`src/rtl/alu_result_serializer.sv`:
```
// Buffers registered ALU results in a small FIFO and streams each one out
// least-significant byte first over a valid/ready byte interface.
module alu_result_serializer #(
  parameter int DATA_WIDTH = 8,
  parameter int OUT_WIDTH  = 2 * DATA_WIDTH,
  parameter int BYTE_WIDTH = 8,
  parameter int FIFO_DEPTH = 4
) (
  input  logic                          i_clk,
  input  logic                          i_reset,
  input  logic [OUT_WIDTH-1:0]          i_ALU_OUT,
  input  logic                          i_OUT_VALID,
  output logic [BYTE_WIDTH-1:0]         o_TX_DATA,
  output logic                          o_TX_VALID,
  input  logic                          i_TX_READY,
  output logic                          o_BUSY,
  output logic                          o_OVERFLOW,
  output logic [$clog2(FIFO_DEPTH):0]   o_FIFO_COUNT
);

  localparam int PTR_W  = $clog2(FIFO_DEPTH);
  localparam int CNT_W  = PTR_W + 1;
  localparam int NBYTES = OUT_WIDTH / BYTE_WIDTH;
  localparam int IDX_W  = (NBYTES > 1) ? $clog2(NBYTES) : 1;

  generate
    if ((OUT_WIDTH % BYTE_WIDTH) != 0) begin : g_bad_width
      $error("OUT_WIDTH must be a multiple of BYTE_WIDTH");
    end
    if ((FIFO_DEPTH < 2) || ((FIFO_DEPTH & (FIFO_DEPTH - 1)) != 0)) begin : g_bad_depth
      $error("FIFO_DEPTH must be a power of two >= 2");
    end
  endgenerate

  typedef enum logic {IDLE, SEND} state_t;

  state_t               state;
  logic [OUT_WIDTH-1:0] mem [FIFO_DEPTH];
  logic [PTR_W-1:0]     wr_ptr;
  logic [PTR_W-1:0]     rd_ptr;
  logic [CNT_W-1:0]     count;
  logic [OUT_WIDTH-1:0] shift;
  logic [IDX_W-1:0]     byte_idx;
  logic                 tx_valid;
  logic                 overflow;

  logic not_empty;
  logic last_byte;
  logic xfer;
  logic pop;
  logic push;

  // Pop happens when the shift register is (or is about to become) free.
  always_comb begin
    not_empty = (count != '0);
    last_byte = (byte_idx == IDX_W'(NBYTES - 1));
    xfer      = tx_valid && i_TX_READY;
    pop       = not_empty && ((state == IDLE) || (xfer && last_byte));
    push      = i_OUT_VALID && ((count < CNT_W'(FIFO_DEPTH)) || pop);
  end

  always_ff @(posedge i_clk) begin
    if (push) begin
      mem[wr_ptr] <= i_ALU_OUT;
    end
  end

  always_ff @(posedge i_clk or negedge i_reset) begin
    if (!i_reset) begin
      state    <= IDLE;
      wr_ptr   <= '0;
      rd_ptr   <= '0;
      count    <= '0;
      shift    <= '0;
      byte_idx <= '0;
      tx_valid <= 1'b0;
      overflow <= 1'b0;
    end else begin
      if (push) wr_ptr <= wr_ptr + PTR_W'(1);
      if (pop)  rd_ptr <= rd_ptr + PTR_W'(1);
      case ({push, pop})
        2'b10:   count <= count + CNT_W'(1);
        2'b01:   count <= count - CNT_W'(1);
        default: count <= count;
      endcase
      if (i_OUT_VALID && !push) overflow <= 1'b1;

      case (state)
        IDLE: begin
          if (not_empty) begin
            shift    <= mem[rd_ptr];
            byte_idx <= '0;
            tx_valid <= 1'b1;
            state    <= SEND;
          end
        end
        SEND: begin
          if (xfer) begin
            if (last_byte) begin
              // Chain straight into the next word so there is no bubble.
              if (not_empty) begin
                shift    <= mem[rd_ptr];
                byte_idx <= '0;
              end else begin
                tx_valid <= 1'b0;
                state    <= IDLE;
              end
            end else begin
              shift    <= shift >> BYTE_WIDTH;
              byte_idx <= byte_idx + IDX_W'(1);
            end
          end
        end
        default: begin
          tx_valid <= 1'b0;
          state    <= IDLE;
        end
      endcase
    end
  end

  assign o_TX_DATA    = shift[BYTE_WIDTH-1:0];
  assign o_TX_VALID   = tx_valid;
  assign o_BUSY       = (state != IDLE) || not_empty;
  assign o_OVERFLOW   = overflow;
  assign o_FIFO_COUNT = count;

endmodule

```
`config.mk`:
```
export PLATFORM = sky130hd
export DESIGN_NAME = alu_result_serializer
export DESIGN_NICKNAME = d
export VERILOG_FILES = /design/src/rtl/alu_result_serializer.sv
export SDC_FILE = /design/constraint.sdc
export NUM_CORES = 1
export LEC_CHECK = 0
export CORE_UTILIZATION = 44
export DETAILED_ROUTE_END_ITERATION = 7
export DONT_BUFFER_PORTS = 1
export PLACE_DENSITY = 0.71
export SLEW_MARGIN = 5
export SYNTH_ARGS = -nofsm -noshare
export SYNTH_HDL_FRONTEND = slang
export SYNTH_SLANG_ARGS = --single-unit
export TNS_END_PERCENT = 5
```
`constraint.sdc`:
```
create_clock -name i_clk -period 2.81 [get_ports i_clk]
set_clock_uncertainty 0.15 [all_clocks]
set_input_delay 0.562 -clock i_clk [delete_from_list [all_inputs] [get_ports i_clk]]
set_output_delay 0.562 -clock i_clk [all_outputs]
set_load 0.02 [all_outputs]
```
==> results of run 1 <==
per-layer routing:
layer  track usage, %  vias up  share of wire (%)
met5                0        -                  0
met4             7.05        0                1.6
met3             5.96        9                7.1
met2             24.8       60                 47
met1             19.8      891                 45
li1                 -      809                  -
placed cells by master (no fill, tap or decap), drive strengths merged, types with 2 or more instances in the layout:
cell type and instances:
a221oi 8, a22o 8, and2 4, buf 8, bufinv 2, clkbuf 9
dfrtp 27, edfxtp 64, ha 5, inv 17, mux4 16, nand2 2
nand2b 2, nand3 2, nor2 2, nor3 18, o21ai 2, xnor2 2
xor2 4
cells in the mapped netlist, drive strengths merged (2+ instances only):
| library cell | number |
|---|---|
| nand3 | 2 |
| xnor2 | 2 |
| clkbuf | 2 |
| nor2 | 2 |
| nand2 | 2 |
| edfxtp | 64 |
| nor3 | 18 |
| mux4 | 16 |
| and2 | 4 |
| ha | 5 |
| a22o | 8 |
| inv | 15 |
| dfrtp | 27 |
| xor2 | 4 |
| o21ai | 2 |
| nand2b | 2 |
| a221oi | 8 |
| buf | 16 |
power by group through the flow:
stage	clock network, µW	registers [µW]	logic, µW
finish	942	1730	348
detailed placement	0	1760	346
global route	1020	1750	393
floorplan	0	1740	248
global placement	0	1760	338
CTS	966	1730	360
how the worst max path moves through the flow:
stage	start	endpoint	slack, ns	cells past startpoint
after floorplan	state	o_FIFO_COUNT[2]	0.52	9
after global placement	state	o_FIFO_COUNT[2]	0.35	8
after detailed placement	state	o_FIFO_COUNT[2]	0.32	8
after CTS	state	o_FIFO_COUNT[2]	0.31	8
after global routing	state	o_FIFO_COUNT[2]	0.14	8
final	state	o_FIFO_COUNT[2]	0.32	8
state kept, by name (all words and copies together), names as in the netlist:
name,cells
state,1
o_TX_VALID,1
rd_ptr,2
o_OVERFLOW,1
wr_ptr,2
mem,64
shift,16
byte_idx,1
o_FIFO_COUNT,3
cell families after synthesis:
family,after synthesis,share of synthesized area [%]
adders and majority gates,6,2.20
muxes,18,11.0
and+or+nand+nor,33,5.40
xor gates and xnor gates,6,1.40
buffers and inverters,33,5.23
AOI/OAI and AO/OA,24,5.57
DFF,91,69.2
through the flow:
step                std cells  total power (µW)  hold slack [ns]
floorplan                 211              1990            0.116
detailed placement        305              2110            0.117
global route              322              3160            0.121
global placement          305              2090            0.117
finish                    322              3020            0.149
CTS                       322              3060            0.129
layout make-up:
cell class,count,area (µm²)
inverter,15,56.3
multi-input combinational,87,958
tap,105,131
sequential,91,2600
timing repair buffer,9,82.6
fill,675,4180
clock inverter,6,88.8
clock buffer,9,124
timing repair:
action                                 in CTS  in global routing
hold buffers                                2                  0
setup endpoints to repair                   0                  0
endpoints found under the hold margin      27                  0
worst reg2reg max path: cells and delay by family, from the launching register on:
| kind | cells | cell delay, ns |
|---|---|---|
| xor gates and xnor gates | 2 | 0.30 |
| and+or+nand+nor | 3 | 0.84 |
| buffers and inverters | 1 | 0.06 |
| DFF | 1 | 0.46 |
| adders and majority gates | 2 | 0.62 |
==> impl_metrics.csv, run 1 <==
group,metric,value,unit
drt,via_per_inst,5.49,
cts,path_clk_slew,0.09,ns
synth,synthArstFlopShare,29.7,%
synth,synth_area_leaders,"edfxtp_1, dfrtp_1, mux4_1, mux4_2, nor3_1",
global_route,overflow,0,
setup_path,reg2reg_depth,8,
synth,ys_seq_area_share,69.2,%
drt,num_vias,1769,
global_route,antenna_found_initial,0,
sta,tightest_slew,0.826,ns
setup_path,worstSetupPathType,"reg -> reg",
placed_design,place_ws,0.315,ns
drt,route.detailed.drc,0,
global_route,grt_pass1_wl,10000,µm
setup_path,cp_top_family,"simple AND/OR/NAND/NOR gates",
power_and_ir_drop,p_switching,752,µW
cts,post_cts_buffers,0,
synth,synth-main-ff-cell,"edfxtp_1",
placed_design,io_buffers,0,
cts,cts-root-buf,"clkbuf_8",
drt,detail_route.wl_per_cell,18.9,µm
sta,setup_viol_count_final,0,
cts,cts_tree,"yes",
floorplanning,start_util,45.7,%
finish,utilization,49.2,%
setup_path,reg2reg_from,"state",
finish,antenna_cells,0,
synth,ys_warn_count,0,
sta,fin_crit,2.49,ns
cts,cts_buffer_depth,2,
synth,synth_area,0.00375,mm²
power_and_ir_drop,combPwrFrac,11.5,%
finish,area_delta_synth_final,7.64,%
synth,yosysTopAreaCell,"edfxtp_1",
sta,grt_setup_unrepaired,"false",
drt,drtIter0Drc,75,
setup_path,arrival,2.62,ns
sta,setup_slack,0.316,ns
setup_path,cp-end-kind,"flip-flop",
cts,h-tree-depth,3,
floorplanning,die_area,0.00890,mm²
synth,synth_edf_count,64,
hold_path,min_from,"i_ALU_OUT[8]",
setup_path,worstPathRequired,2.94,ns
sta,drv_slew,0,
setup_path,path_max_fanout,10,
synth,synth_fp_nets,237,
synth,synth_cells,211,
setup_path,rrSetupSlack,0.32,ns
synth,ys_types,35,
global_route,grt_max_degree,28,
synth,synth_seq_cells,91,
synth,synth.top_cell.area_share,51.2,%
finish,nNetsFinal,239,
power_and_ir_drop,internal_power,2270,µW
setup_path,crit_chain,"nor2b_1, nor3_4, ha_1, inv_1, fa_1, xor2_1, nor2_1, xor2_1",
setup_path,slowest_stage,"dfrtp_1",
power_and_ir_drop,seq_power_share,57.3,%
synth,avgSynthCellArea,17.8,µm²
setup_path,reg2reg_to,"o_FIFO_COUNT[2]",
drt,final_antenna_net_count,0,
run,maxCapViolations,0,
power_and_ir_drop,clock_power_share,31.2,%
sta,relSlewSlack,44.8,%
sta,clock.fmax,401,MHz
hold_path,hold_class,"in -> reg",
floorplanning,die_w,94.3,µm
finish,final_layout_size_suffix_gt1_share,18.0,%
power_and_ir_drop,ir_drop,0.466,mV
sta,fin_setup_tns,0,ns
floorplanning,num_io_pins,34,
placed_design,gp_congestion,0.777,
cts,post_cts_resized,0,
setup_path,cpMostUsedCell,"xor2_1",
placed_design,placed_area,0.00380,mm²
floorplanning,core,0.00822,mm²
power_and_ir_drop,netSwitchingFraction,24.9,%
setup_path,cp-start-kind,"flip-flop",
cts,clock_latency,0.35,ns
hold_path,holdPathEnd,"mem[3][8]",
placed_design,hpwl,3950,µm
status,outcome,"finished, final reports clean",
global_route,grt.total_usage,15.9,%
setup_path,cpPeakStageDelay,0.46,ns
floorplanning,rows,33,
sta,timing.final.crit_share,88.8,%
setup_path,path_buf_inv,1,
cts,cts_made_buffers,9,
power_and_ir_drop,powerDensity,747,mW/mm²
hold_path,whs_path_depth,0,
drt,totalWireLength,6100,µm
sta,final_hold_viol_count,0,
global_route,grt_pass1_vias,1879,
drt,dr.pass1.iters,4,
floorplanning,die_h,94.3,µm
finish,design_area,0.00404,mm²
cts,numClockSinks,91,
power_and_ir_drop,power_leakage,0.00147,µW
Power figures use the tool's default switching activity.
==> run 2: changes to the inputs <==
--- a/config.mk
+++ b/config.mk
@@ -7,8 +7,8 @@
 export LEC_CHECK = 0
 export CORE_UTILIZATION = 44
 export DETAILED_ROUTE_END_ITERATION = 7
-export DONT_BUFFER_PORTS = 1
-export PLACE_DENSITY = 0.71
+export PLACE_DENSITY = 0.76
+export SKIP_CTS_REPAIR_TIMING = 1
 export SLEW_MARGIN = 5
 export SYNTH_ARGS = -nofsm -noshare
 export SYNTH_HDL_FRONTEND = slang
==> constraint.sdc (replaced) <==
create_clock -name i_clk -period 2.81 [get_ports i_clk]
set_clock_uncertainty 0.15 [all_clocks]
set_input_delay 0.7025 -clock i_clk [delete_from_list [all_inputs] [get_ports i_clk]]
set_output_delay 0.7025 -clock i_clk [all_outputs]
set_load 0.02 [all_outputs]
==> impl_metrics.csv, run 2 (synthesis results as in run 1) <==
group,metric,value,unit
status,outcome,"finished, final reports clean",
cts,cts-root-buf,"clkbuf_8",
sta,fin_crit,2.47,ns
floorplanning,die_w,94.3,µm
sta,timing.final.crit_share,88.0,%
floorplanning,rows,33,
floorplanning,start_util,45.7,%
sta,drv_slew,0,
setup_path,slowest_stage,"clkdlybuf4s50_1",
global_route,grt.total_usage,16.5,%
power_and_ir_drop,seq_power_share,55.3,%
power_and_ir_drop,combPwrFrac,16.3,%
power_and_ir_drop,clock_power_share,28.4,%
hold_path,min_from,"o_OVERFLOW",
cts,numClockSinks,91,
drt,route.met2.wl,3090,µm
power_and_ir_drop,p_switching,769,µW
drt,final_antenna_net_count,0,
drt,top_layer,"met4",
cts,clock_latency,0.35,ns
placed_design,gp_congestion,0.750,
drt,route.detailed.drc,0,
setup_path,critical_path.startpoint,"o_FIFO_COUNT[0]",
finish,layout_commonest_cell,"edfxtp_1",
finish,nNetsFinal,276,
drt,dr.pass1.iters,4,
setup_path,cpPeakStageDelay,0.53,ns
power_and_ir_drop,power_leakage,0.00162,µW
finish,largest_reg_flops,64,
drt,drtIter0Drc,73,
floorplanning,num_io_pins,34,
global_route,grt_max_degree,28,
placed_design,hpwl,4120,µm
global_route,grt_pass1_wl,10400,µm
setup_path,worstPathRequired,1.96,ns
finish,n_fill_cell,659,
sta,final_hold_viol_count,0,
setup_path,crit_chain,"nor3_4, nand2b_1, clkdlybuf4s50_1",
drt,totalWireLength,6330,µm
setup_path,cp-end-kind,"output pin",
global_route,grt_pass1_vias,1987,
finish,final_cell_mix,"edfxtp_1, clkdlybuf4s50_1, dfrtp_1",
setup_path,reg2reg_from,"o_FIFO_COUNT[2]",
finish,area_delta_synth_final,18.0,%
drt,via_per_inst,5.31,
finish,largest_register,"mem",
drt,dr_wl_met3,214,µm
placed_design,io_buffers,33,
finish,layoutNonFillerInstCount,360,
sta,hold_ws,0.336,ns
cts,cts_tree,"yes",
finish,antenna_cells,0,
placed_design,post-place-cells,344,
floorplanning,die_area,0.00890,mm²
finish,final_layout_size_suffix_gt1_share,17.3,%
floorplanning,core,0.00822,mm²
setup_path,cp_top_family,"buffers and inverters",
hold_path,hold_class,"reg -> reg",
cts,h-tree-depth,3,
drt,num_vias,1911,
global_route,overflow,0,
drt,detail_route.wl_per_cell,17.6,µm
power_and_ir_drop,netSwitchingFraction,25.0,%
run,maxCapViolations,0,
setup_path,worstSetupPathType,"reg -> out",
finish,design_area,0.00443,mm²
sta,setup_viol_count_final,0,
cts,path_clk_slew,0.09,ns
power_and_ir_drop,ir_drop,0.307,mV
setup_path,arrival,1.62,ns
setup_path,cp-start-kind,"flip-flop",
setup_path,path_buf_inv,1,
power_and_ir_drop,internal_power,2310,µW
floorplanning,die_h,94.3,µm
sta,grt_setup_unrepaired,"false",
drt,m1WireLength,2900,µm
setup_path,path_max_fanout,4,
global_route,antenna_found_initial,0,
power_and_ir_drop,powerDensity,695,mW/mm²
sta,clock.fmax,404,MHz
cts,cts_buffer_depth,2,
power_and_ir_drop,design_power_total,3080,µW
placed_design,placed_area,0.00422,mm²
sta,fin_setup_tns,0,ns
cts,cts_made_buffers,9,
sta,tightest_slew,0.466,ns
sta,relSlewSlack,68.9,%
==> run 2: changes by cell type in the layout (fill, tap and decap cells not counted), sizes merged <==
cell and change:
bufinv -2, dlygate4sd3 -1, clkdlybuf4s50 +33, buf +5, inv -2, clkinv +1
clkbuf +4
==> run 2: area by class of cell <==
cell class	instances	area (µm²)	area share (%)
Inverter	15	56.3	1.27
Tap cell	105	131	2.97
Timing Repair Buffer	46	478	10.8
Clock inverter	3	16.3	0.367
Sequential cell	91	2600	58.6
Multi-Input combinational cell	87	958	21.6
Clock buffer	13	191	4.32
==> run 2: power by group through the flow <==
stage	clock network [µW]	registers [µW]	logic [µW]
2_1_floorplan	0	1740	248
4_1_cts	896	1700	514
3_3_place_gp	0	1720	497
6_report	874	1700	503
5_1_grt	962	1720	554
3_5_place_dp	0	1730	512
==> run 2: worst paths after layout <==
check | end | slack [ns] | cells past startpoint
worst max-delay path | o_BUSY | 0.34 | 3
worst min register to register | o_OVERFLOW | 0.34 | 1
worst min-delay path | o_OVERFLOW | 0.34 | 1
worst max register to register | o_FIFO_COUNT[2] | 0.65 | 9
max in group asynchronous | shift[10] | 1.69 | 2
min in group asynchronous | shift[4] | 0.57 | 2
==> run 2: metal layers <==
metal | vias up | track usage, %
met3 | 10 | 3.30
met1 | 962 | 22.2
met2 | 44 | 25.5
li1 | 895 | -
met5 | - | 0
met4 | 0 | 8.21
==> run 2: per-stage QoR <==
stage | util [%] | setup slack, ns
after global routing | 53.9 | 0.240
after global placement | 51.4 | 0.0495
after floorplan | - | 0.447
final | 53.9 | 0.337
after CTS | 53.9 | 0.302
after detailed placement | 51.4 | -0.00409
